`config.mk`:
```
export PLATFORM = sky130hd
export DESIGN_NAME = tx_arbiter
export DESIGN_NICKNAME = d
export VERILOG_FILES = /design/src/rtl/tx_arb_pkg.sv /design/src/rtl/rr_select.sv /design/src/rtl/tx_arbiter.sv
export SDC_FILE = /design/constraint.sdc
export NUM_CORES = 1
export LEC_CHECK = 0
export ABC_AREA = 1
export BUFFER_PORTS_ARGS = -buffer_cell sky130_fd_sc_hd__buf_2
export CELL_PAD_IN_SITES_DETAIL_PLACEMENT = 0
export CELL_PAD_IN_SITES_GLOBAL_PLACEMENT = 2
export CORE_MARGIN = 5
export CORE_UTILIZATION = 25
export DETAILED_ROUTE_END_ITERATION = 7
export HOLD_SLACK_MARGIN = 0.02
export PLACE_DENSITY = 0.95
export SYNTH_ARGS = -nofsm -noshare
export SYNTH_HDL_FRONTEND = slang
export SYNTH_HIERARCHICAL = 1
export SYNTH_SLANG_ARGS = --single-unit
```
`constraint.sdc`:
```
create_clock -name CLK -period 2.2 [get_ports CLK]
set_clock_uncertainty 0.05 [all_clocks]
set_input_delay 0.22 -clock CLK [delete_from_list [all_inputs] [get_ports CLK]]
set_output_delay 0.22 -clock CLK [all_outputs]
set_load 0.1 [all_outputs]
```
`src/rtl/tx_arb_pkg.sv`:
```
// Shared types and constants for the UART transmit arbiter.
// Latency: n/a (definitions only).
// Backpressure: n/a.
package tx_arb_pkg;

  localparam int          N_REQ       = 4;
  localparam int          IDX_W       = $clog2(N_REQ);
  localparam logic [15:0] TIMEOUT_DEF = 16'd50000;

  typedef logic [IDX_W-1:0] idx_t;

  typedef enum logic [1:0] {
    ST_IDLE = 2'd0,
    ST_LOAD = 2'd1,
    ST_SEND = 2'd2,
    ST_DONE = 2'd3
  } state_t;

  // Round-robin pointer to use after serving requester g.
  function automatic idx_t ptr_after(input idx_t g);
    return idx_t'((int'(g) + 1) % N_REQ);
  endfunction

endpackage

```
`src/rtl/rr_select.sv`:
```
// Round-robin pick: first set Req bit scanning upward from Ptr, wrapping.
// Latency: purely combinational.
// Backpressure: none; Valid low when no request is pending.
module rr_select
  import tx_arb_pkg::*;
(
  input  logic [N_REQ-1:0] Req,
  input  idx_t             Ptr,
  output idx_t             Idx,
  output logic             Valid
);

  // Scan offsets from farthest to nearest so the nearest hit wins.
  always_comb begin
    Idx   = '0;
    Valid = 1'b0;
    for (int k = N_REQ - 1; k >= 0; k--) begin
      if (Req[(int'(Ptr) + k) % N_REQ]) begin
        Idx   = idx_t'((int'(Ptr) + k) % N_REQ);
        Valid = 1'b1;
      end
    end
  end

endmodule

```
`src/rtl/tx_arbiter.sv`:
```
// Arbitrates N_REQ byte requesters onto one UART transmitter (round-robin).
// Latency: Req -> Tx_En_Sig 2 cycles; Tx_Done_Sig -> Ack 1 cycle.
// Backpressure: requesters hold Req until Ack; SEND waits on Tx_Done_Sig
// (bounded by a watchdog when TX_ARB_TIMEOUT_EN is defined).
module tx_arbiter
  import tx_arb_pkg::*;
#(
  parameter int          N_REQ   = tx_arb_pkg::N_REQ,
  parameter logic [15:0] TIMEOUT = TIMEOUT_DEF
) (
  input  logic               CLK,
  input  logic               RST,
  input  logic [N_REQ-1:0]   Req,
  input  logic [8*N_REQ-1:0] Req_Data,
  output logic [N_REQ-1:0]   Ack,
  output idx_t               Grant_Idx,
  output logic               Busy,
  output logic               Tx_En_Sig,
  output logic [7:0]         Tx_Data,
  input  logic               Tx_Done_Sig,
  output logic               Err
);

  state_t     state_q, state_d;
  idx_t       sel_q, sel_d;      // pick made in IDLE, consumed by LOAD
  idx_t       grant_q, grant_d;
  idx_t       ptr_q, ptr_d;
  logic [7:0] data_q, data_d;
  idx_t       rr_idx;
  logic       rr_vld;

  rr_select u_rr (
    .Req   (Req),
    .Ptr   (ptr_q),
    .Idx   (rr_idx),
    .Valid (rr_vld)
  );

`ifdef TX_ARB_TIMEOUT_EN
  logic [15:0] wdog_q, wdog_d;
  logic        to_q, to_d;       // current byte ended by watchdog, not Tx_Done_Sig
`else
  logic unused_timeout;
  assign unused_timeout = ^TIMEOUT;
`endif

  // Next-state, datapath capture and Moore outputs.
  always_comb begin
    state_d   = state_q;
    sel_d     = sel_q;
    grant_d   = grant_q;
    ptr_d     = ptr_q;
    data_d    = data_q;
    Ack       = '0;
    Tx_En_Sig = 1'b0;
`ifdef TX_ARB_TIMEOUT_EN
    wdog_d    = wdog_q;
    to_d      = to_q;
`endif
    case (state_q)
      ST_IDLE: begin
        if (rr_vld) begin
          sel_d   = rr_idx;
          state_d = ST_LOAD;
        end
      end
      ST_LOAD: begin
        grant_d = sel_q;
        data_d  = Req_Data[8*sel_q +: 8];
        state_d = ST_SEND;
`ifdef TX_ARB_TIMEOUT_EN
        wdog_d  = '0;
        to_d    = 1'b0;
`endif
      end
      ST_SEND: begin
        Tx_En_Sig = 1'b1;
        if (Tx_Done_Sig) begin
          state_d = ST_DONE;
`ifdef TX_ARB_TIMEOUT_EN
        end else if (wdog_q == TIMEOUT - 16'd1) begin
          state_d = ST_DONE;
          to_d    = 1'b1;
        end else begin
          wdog_d  = wdog_q + 16'd1;
`endif
        end
      end
      ST_DONE: begin
        ptr_d   = ptr_after(grant_q);
        state_d = ST_IDLE;
`ifdef TX_ARB_TIMEOUT_EN
        if (!to_q) Ack[grant_q] = 1'b1;
`else
        Ack[grant_q] = 1'b1;
`endif
      end
      default: state_d = ST_IDLE;
    endcase
  end

  // State and datapath registers with synchronous reset.
  always_ff @(posedge CLK) begin
    if (RST) begin
      state_q <= ST_IDLE;
      sel_q   <= '0;
      grant_q <= '0;
      ptr_q   <= '0;
      data_q  <= 8'h00;
`ifdef TX_ARB_TIMEOUT_EN
      wdog_q  <= '0;
      to_q    <= 1'b0;
`endif
    end else begin
      state_q <= state_d;
      sel_q   <= sel_d;
      grant_q <= grant_d;
      ptr_q   <= ptr_d;
      data_q  <= data_d;
`ifdef TX_ARB_TIMEOUT_EN
      wdog_q  <= wdog_d;
      to_q    <= to_d;
`endif
    end
  end

  assign Grant_Idx = grant_q;
  assign Tx_Data   = data_q;
  assign Busy      = (state_q != ST_IDLE);
`ifdef TX_ARB_TIMEOUT_EN
  assign Err       = (state_q == ST_DONE) && to_q;
`else
  assign Err       = 1'b0;
`endif

endmodule

```
# Yosys cells after proc, flatten, opt, wreduce, memory -nomap -nowiden
# Index checks and enable logic that the tools add are counted.
classes:
  order_cmp: 6
  muxes: 26
  add_sub_neg: 4
  n_reduce_logical: 8
  shifts: 1
  bitwise: 3
  eq_ne: 5
op_table:
  columns: ["op", "count"]
  rows:
  - ["32-bit by 6-bit indexed part select with 8-bit output", 1]
  - ["1-bit 2-to-1 mux", 13]
  - ["3-bit by 4-bit < comparator with 1-bit output, second input constant", 3]
  - ["2-bit 2-to-1 mux", 6]
  - ["1-bit binary-select mux with 2-bit select", 4]
  - ["2-bit case mux with 4 select lines", 1]
  - ["2-bit by 3-bit < comparator with 1-bit output, second input constant", 2]
  - ["2-bit OR reduction", 3]
  - ["2-bit by 1-bit adder with 2-bit output, second input constant", 2]
  - ["2-bit adder, second input constant", 2]
  - ["2-bit equality test, second input constant", 2]
  - ["4-bit 2-to-1 mux", 1]
  - ["2-bit inequality test, second input constant", 2]
  - ["2-bit AND reduction", 2]
  - ["1-bit AND, first input constant", 3]
  - ["1-bit demux with 2-bit select", 1]
  - ["2-bit by 1-bit equality test with 1-bit output, second input constant", 1]
  - ["2-bit by 1-bit >= comparator with 1-bit output, second input constant", 1]
  - ["2-bit zero test", 1]
  - ["2-bit nonzero test", 1]
  - ["1-bit logical AND", 1]
word_totals:
  output_inout_bits: 17
  in_bits: 39
  reg_bits: 16

# Depth between registers and ports, before layout
# Gate-level depths: netlist (run 1).
depth:
  depth_word: 12
  ltp_mapped: 12

# Modules after synthesis
# The synthesis (run 1) kept the hierarchy.
modules_own_cells:
  columns: ["mod", "cells_per_inst", "area_each_um2", "n_inst"]
  rows:
  - ["tx_arbiter", 152, 1027.2, 1]
  - ["rr_select", 44, 215.2, 1]

# Worst setup path after synthesis (run 1)
# No wires, ideal clock.
synth_path:
  kind: "reg-to-output"
  start: "register grant_q[0], in the netlist Grant_Idx[0]"
  end: "output Ack[3]"
  slack_ns: 0.014
  t_arrival_ns: 1.916
  required_time_ns: 1.930
  stages_incl_launch_ff: 4
  cell_sequence: "dfxtp_1 ha_1 nand2_1 inv_1"
synth_between:
  elab_chain_len: 5
synth_lines:
  columns: ["element", "line", "rtl"]
  rows:
  - ["start: declaration", "tx_arbiter.sv:26", "idx_t grant_q, grant_d;"]
  - ["start signal: assignment", "tx_arbiter.sv:117", "grant_q <= grant_d;"]
  - ["2-bit by 3-bit < comparator with 1-bit output (not written as such) or 2-bit by 1-bit >= comparator with 1-bit output (tied branches)", "tx_arbiter.sv:95", "Ack[grant_q] = 1'b1;"]
  - ["1-bit logical AND (not written as such)", "tx_arbiter.sv:95", null]
  - ["1-bit 2-to-1 mux (not written as such)", "tx_arbiter.sv:95", null]
  - ["1-bit demux with 2-bit select *", "tx_arbiter.sv:95", null]
  - ["4-bit 2-to-1 mux *", "tx_arbiter.sv:60", "case (state_q)"]
  - ["end: declaration", "tx_arbiter.sv:15", "output logic [N_REQ-1:0] Ack,"]
# Every way passes the cells marked *; elsewhere a longest branch is shown, timed or not.

# Worst setup path after layout (run 1)
layout_path:
  start: "register state_q[1]"
  end: "output Ack[2]"
layout_between:
  elab_chain_len: 2
layout_lines:
  columns: ["element", "line", "rtl"]
  rows:
  - ["start: declaration", "tx_arbiter.sv:24", "state_t state_q, state_d;"]
  - ["start signal: assignment", "tx_arbiter.sv:115", "state_q <= state_d;"]
  - ["2-bit equality test", "tx_arbiter.sv:60", null]
  - ["4-bit 2-to-1 mux", "tx_arbiter.sv:60", null]
# Every way passes these cells.

==> results of run 1 <==
[cell families after synthesis]
| logic type | share of synthesized area |
|---|---|
| compound gates | 0.126 |
| fa+ha+maj | 0.0906 |
| buf+inv | 0.148 |
| flops | 0.258 |
| other cells | 0.00302 |
| simple gates | 0.375 |
[layout make-up]
type / count / area, um^2
inverters: 25 / 104
repair buffers: 56 / 285
fillers: 545 / 3200
multi-input cells: 147 / 738
flip-flops and latches: 16 / 320
well taps: 67 / 83.8
clock buffers: 4 / 55.1
[power by group]
group / total, W / internal, W / leakage, nW / switching [W]
sequential: 0.000516 / 0.000412 / 0.132 / 0.000104
combinational: 0.00171 / 0.000384 / 0.720 / 0.00133
clock: 0.000262 / 0.000159 / 0.0288 / 0.000103
[layer usage]
metal,wire length (um),global-route usage,vias to the layer above
met1,1480,0.126,536
met2,1420,0.152,35
li1,-,-,717
met3,271,0.0392,2
met4,14,0.0270,0
met5,0,0,-
[flip-flops by register name (all words and copies together), names as in the netlist]
| signal | count |
|---|---|
| state_q | 2 |
| ptr_q | 2 |
| Tx_Data | 8 |
| Grant_Idx | 2 |
| sel_q | 2 |
[cell usage in the layout, fill, tap and decap left out]
cell type  synthesis  final
a21oi_2            2      2
o21ai_2            1      1
nand2_1           62     62
nor2_1            12     12
inv_1             18     18
a21oi_1           14     14
buf_2              3     54
o21ai_0           11     11
and2_4             1      1
ha_1               9      9
nand3_1           25     25
buf_4              1      2
conb_1             1      1
nand3_2            1      1
inv_8              1      1
o21ai_1            1      1
inv_4              1      1
dfxtp_1           16     16
inv_2              5      5
nand2_2            7      7
clkbuf_8           0      4
[through the flow]
step	std cells	instance area, um^2	hold WS [ps]	util
final	315	1590	150	0.332
after global routing	315	1590	172	0.332
after global placement	311	1530	404	0.320
after floorplan	196	1240	239	-
after CTS	315	1590	152	0.332
after detailed placement	311	1530	414	0.320
[worst register-to-register path: cells and delay by family, from the launching register on]
family	cells	cell delay (ps)
DFF	1	580
AOI/OAI and AO/OA	2	210
buffers and inverters	1	50
and+or+nand+nor	7	590
[worst paths after layout]
kind         cells past startpoint        from    endpoint
min                              2         RST  state_q[1]
max reg2reg                     10    ptr_q[0]    sel_q[0]
max                              4  state_q[1]      Ack[2]
min reg2reg                      2  state_q[1]  state_q[1]
==> impl_results.md, run 1 <==
- Layout area overhead: 27.7%
- CP bufs+invs: 2
- Ys Warns: 6
- Avg WL per Cell: between 10 and 15 um
- Largest net degree at the start of global routing: 19
- Post-CTS setup buffer count: 0
- Via/cell ratio: roughly 4.1
- TritonCTS clock tree: built
- Die Footprint: about 6500 um^2
- Fin crit share: 0.812
- Crit. End Element: output port
- Worst path slowest cell: buf_2
- Core area: around 4800 um^2
- Yosys top cell by area: dfxtp_1
- Worst setup SP type: flop
- # resized after CTS: 0
- CTS Buffer Depth: 2
- Post-Syn Nets: roughly 240
- Antenna Nets Post-Route: 0
- Port bufs: 54
- DRT Pass-1 Iters: 4
- Synth top cells by count: nand2_1, nand3_1, inv_1
- Total Power Consumption: 0.00249 W
- Drt drc: 0
- Vias in the first global route: roughly 1200
- Fmax: 0.560 GHz
- Req. time, crit path: ~1900 ps
- Total Routing Usage GR: 0.0986
- Setup WS pre-CTS: between 600 and 700 ps
- Initial antenna violation count: 0
- Die height: around 80 um
- Netlist Area Pre-Place: about 1200 um^2
- Clk slew on worst S/H paths: approximately 70 ps
- Slew Limit Fails: 0
- Post-route setup TNS: 0 ps
- Hold-fix buffers, CTS: 0
- Setup CP Type: reg -> out
- Avg Cell Area, Syn: about 6.3 um^2
- Clock sinks: 16
- Mapped Cells: approximately 200
- Main synth FF type: dfxtp_1
- Max-cap violations: 0
- Hold WC Path Type: in -> reg
- Starting density of the core: 0.260
- CP Cell Sequence: ha_1 > nand2_1 > inv_1 > buf_2
- ANT cells: 0
- Die width: between 80 and 90 um
- Synth top area share: 0.258
- Hold Fails Final Rpt: 0
- CTS buffer count: 3
- Period minus WS final: approximately 1800 ps
- Number of synthesized flops with an enable pin: 0
- Post-route setup slack: between 400 and 500 ps
- CTS root buf: clkbuf_8
- Leakage power: roughly 0.9 nW
- Unrepaired setup endpoints after global routing: false
- Synth Register Bits: 16
- Ys async rst share: 0
- Data arrival, critical path: roughly 1500 ps
- Nets: 297
- Max VDD drop: about 0.59 mV
- Share of cells above drive strength 1: 0.319
- DR iter-0 viols: 43
- Top post-synthesis cells by area: dfxtp_1, nand2_1, nand3_1
- Row count: 25
- Setup slack, reg-to-reg: between 600 and 700 ps
- CP top delay family: buffers and inverters
- Setup violations, final: 0
- First-pass GRT wire length: between 5000 and 6000 um
- CP Max Fanout: 8
- Final WL: 3180 um
- Crit-path max cell delay: 410 ps
- DP HPWL: approximately 2500 um
- Clk Latency, worst-skew pair: ~250 ps
- GP Congestion: slightly above 0.8
- Sequential element share of the synthesized area: 0.258
- Vias: between 1000 and 1500
- H-tree Lvls: 1
- I/O pins: 56
- Synth unique cells: 23
- Top-count cell post-synth: nand2_1
- PwrDens: between 1500 and 2000 nW/um^2
- Global route total overflow: 0
- Outcome: complete, no violations
No activity file was read; power rests on OpenSTA's default activity.
==> run 2, diff against run 1 <==
--- a/config.mk
+++ b/config.mk
@@ -10,10 +10,10 @@
 export CELL_PAD_IN_SITES_DETAIL_PLACEMENT = 0
 export CELL_PAD_IN_SITES_GLOBAL_PLACEMENT = 2
 export CORE_MARGIN = 5
-export CORE_UTILIZATION = 25
+export CORE_UTILIZATION = 21
 export DETAILED_ROUTE_END_ITERATION = 7
 export HOLD_SLACK_MARGIN = 0.02
-export PLACE_DENSITY = 0.95
+export PLACE_DENSITY = 0.86
 export SYNTH_ARGS = -nofsm -noshare
 export SYNTH_HDL_FRONTEND = slang
 export SYNTH_HIERARCHICAL = 1
==> constraint.sdc (replaced) <==
create_clock -name CLK -period 1.6 [get_ports CLK]
set_clock_uncertainty 0.05 [all_clocks]
set_input_delay 0.16 -clock CLK [delete_from_list [all_inputs] [get_ports CLK]]
set_output_delay 0.16 -clock CLK [all_outputs]
set_load 0.1 [all_outputs]
==> impl_results.md, run 2 (synthesis gave the netlist of run 1 again) <==
- Outcome: complete, no violations
- Crit. End Element: output port
- Clock sinks: 16 (unchanged)
- Placed cell areas: 1640 um^2 (+7.3%)
- DRT Pass-1 Iters: 4 (unchanged)
- Final WL: 3370 um (+5.9%)
- CP top delay family: flip-flops
- Max reg flops: 8 (unchanged)
- Post-CTS setup buffer count: 0 (unchanged)
- CP Max Fanout: 8 (unchanged)
- Fmax: between 0.6 and 0.7 GHz
- Initial antenna violation count: 0 (unchanged)
- Switching Fraction: 0.600 (-0.0168)
- Share of cells above drive strength 1: 0.343 (+0.0242)
- CP bufs+invs: 2 (unchanged)
- DP HPWL: 2680 um (+6.0%)
- Avg WL per Cell: 10.4 um (+3.3%)
- Most frequent cells in the layout: nand2_1, buf_2, nand3_1
- Comb power frac: 0.696 (+0.008)
- TritonCTS clock tree: built
- Post-route setup TNS: 0 ps (unchanged)
- Worst path slowest cell: dfxtp_1
- Core area: 5850 um^2 (+22%)
- Max VDD drop: 0.916 mV (+55%)
- Data arrival, critical path: 1280 ps (-240 ps)
- Finished Cell Area: 1710 um^2 (+7.6%)
- Port bufs: 54 (unchanged)
- Psw: 0.00215 W (+40%)
- PwrDens: 2100 nW/um^2 (+34%)
- Max-cap violations: 0 (unchanged)
- Reg power frac: 0.205 (-0.002)
- Antenna Nets Post-Route: 0 (unchanged)
- Clk Latency, worst-skew pair: 250 ps (about the same)
- Total Routing Usage GR: 0.0918 (-0.00679)
- Clk slew on worst S/H paths: 60 ps (about the same)
- Layout area overhead: 37.4%
- RR Startpoint: ptr_q[0]
- I/O pins: 56 (unchanged)
- Reg2reg end: state_q[1]
- Hold WC Path Type: in -> reg
- Total Power Consumption: 0.00359 W (+44%)
- Nets: 297 (unchanged)
- Via/cell ratio: 4.07 (-0.74%)
- Setup violations, final: 0 (unchanged)
- CTS root buf: clkbuf_8
- Setup crit end: Ack[1]
- Largest net degree at the start of global routing: 22 (+3)
- Die width: 86.9 um (+8.0%)
- DR iter-0 viols: 50 (+16%)
- Row count: 28 (+12%)
- Setup CP Type: reg -> out
- GP Congestion: 0.769 (-6.1%)
- CTS buffer count: 3 (unchanged)
- Die Footprint: 7560 um^2 (+17%)
- R2r worst-path depth: 9 (-1)
- Commonest non-fill, non-tap cell in the layout: nand2_1
- ANT cells: 0 (unchanged)
- Crit-path max cell delay: 390 ps (-20 ps)
- CP startpoint: state_q[1]
- Worst setup SP type: flop
- Clk pwr share: 0.099 (-0.006)
- Setup slack, reg-to-reg: 230 ps (-400 ps)
- CTS Buffer Depth: 2 (unchanged)
- Drt drc: 0 (unchanged)
- First-pass GRT wire length: 5660 um (+8.9%)
- Leakage power: 0.887 nW (+0.75%)
- Starting density of the core: 0.212 (-0.0472)
- Vias in the first global route: 1237 (+1.1%)
- Slew Limit Fails: 0 (unchanged)
- Fin crit share: 0.932
- Die height: 86.9 um (+8.0%)
- H-tree Lvls: 1 (unchanged)
- Global route total overflow: 0 (unchanged)
- CP Cell Sequence: ha_2 > nand2_1 > clkinvlp_4 > buf_12
- Req. time, crit path: 1390 ps (-540 ps)
- Vias: 1313 (+1.8%)
- Critical Path Stages: 4 (unchanged)
- Internal Power: 0.00144 W (+50%)
- Period minus WS final: approximately 1500 ps
- Unrepaired setup endpoints after global routing: false
- Hold Fails Final Rpt: 0 (unchanged)
-- run 2: cell types whose count changed in the layout (fill, tap and decap cells not counted), sizes merged --
cell	before	now
inv	25	24
clkinvlp	0	1
clkbuf	4	5
buf	56	55
-- run 2: stage by stage --
step | setup slack, ps | utilization | hold slack [ps] | std cells
final | 109 | 0.292 | 87.5 | 323
after global routing | 10.6 | 0.292 | 114 | 323
after CTS | 11.9 | 0.290 | 83.9 | 323
after detailed placement | 18.7 | 0.281 | 345 | 319
after global placement | 71.7 | 0.281 | 346 | 319
after floorplan | 16.1 | - | 179 | 196
-- run 2: per-layer routing --
metal / up-vias / global-route usage / routed length, um
li1: 721 / - / -
met1: 560 / 0.119 / 1610
met2: 30 / 0.150 / 1530
met3: 2 / 0.0246 / 211
met4: 0 / 0.0255 / 24
met5: - / 0 / 0
-- run 2: what timing repair did --
action	4_1_cts	5_1_grt
endpoints found under the hold margin	0	0
hold buffers	0	0
setup endpoints to repair	0	9
gates resized for setup	0	4
-- run 2: area by class of cell --
class                   count  area [um^2]
clock buffers               4         55.1
inverters                  25          108
well taps                  75         93.8
fillers                   638         4140
repair buffers             56          375
multi-input cells         147          743
flip-flops and latches     16          332
-- run 2: worst min-delay path by stage --
stage,start,to,slack (ps),cells after the start
4_1_cts,Req_Data[3],Tx_Data[3],80,3
3_5_place_dp,Req_Data[3],Tx_Data[3],340,3
2_1_floorplan,RST,state_q[1],180,1
3_3_place_gp,Req_Data[3],Tx_Data[3],350,3
5_1_grt,Req_Data[3],Tx_Data[3],110,3
6_report,Req_Data[3],Tx_Data[3],90,3
-- run 2: worst reg2reg max path: cells and delay by family, from the launching register on --
family          cells  cell delay [ps]
flops               1              420
simple gates        6              600
buf+inv             2              130
compound gates      1              110
-- run 2: power by group through the flow --
| stage | registers, W | logic [W] | clock network [W] |
|---|---|---|---|
| global placement | 0.000742 | 0.00251 | 0 |
| finish | 0.000735 | 0.00250 | 0.000355 |
| CTS | 0.000734 | 0.00252 | 0.000368 |
| global route | 0.000769 | 0.00271 | 0.000385 |
| detailed placement | 0.000742 | 0.00252 | 0 |
| floorplan | 0.00148 | 0.00131 | 0 |
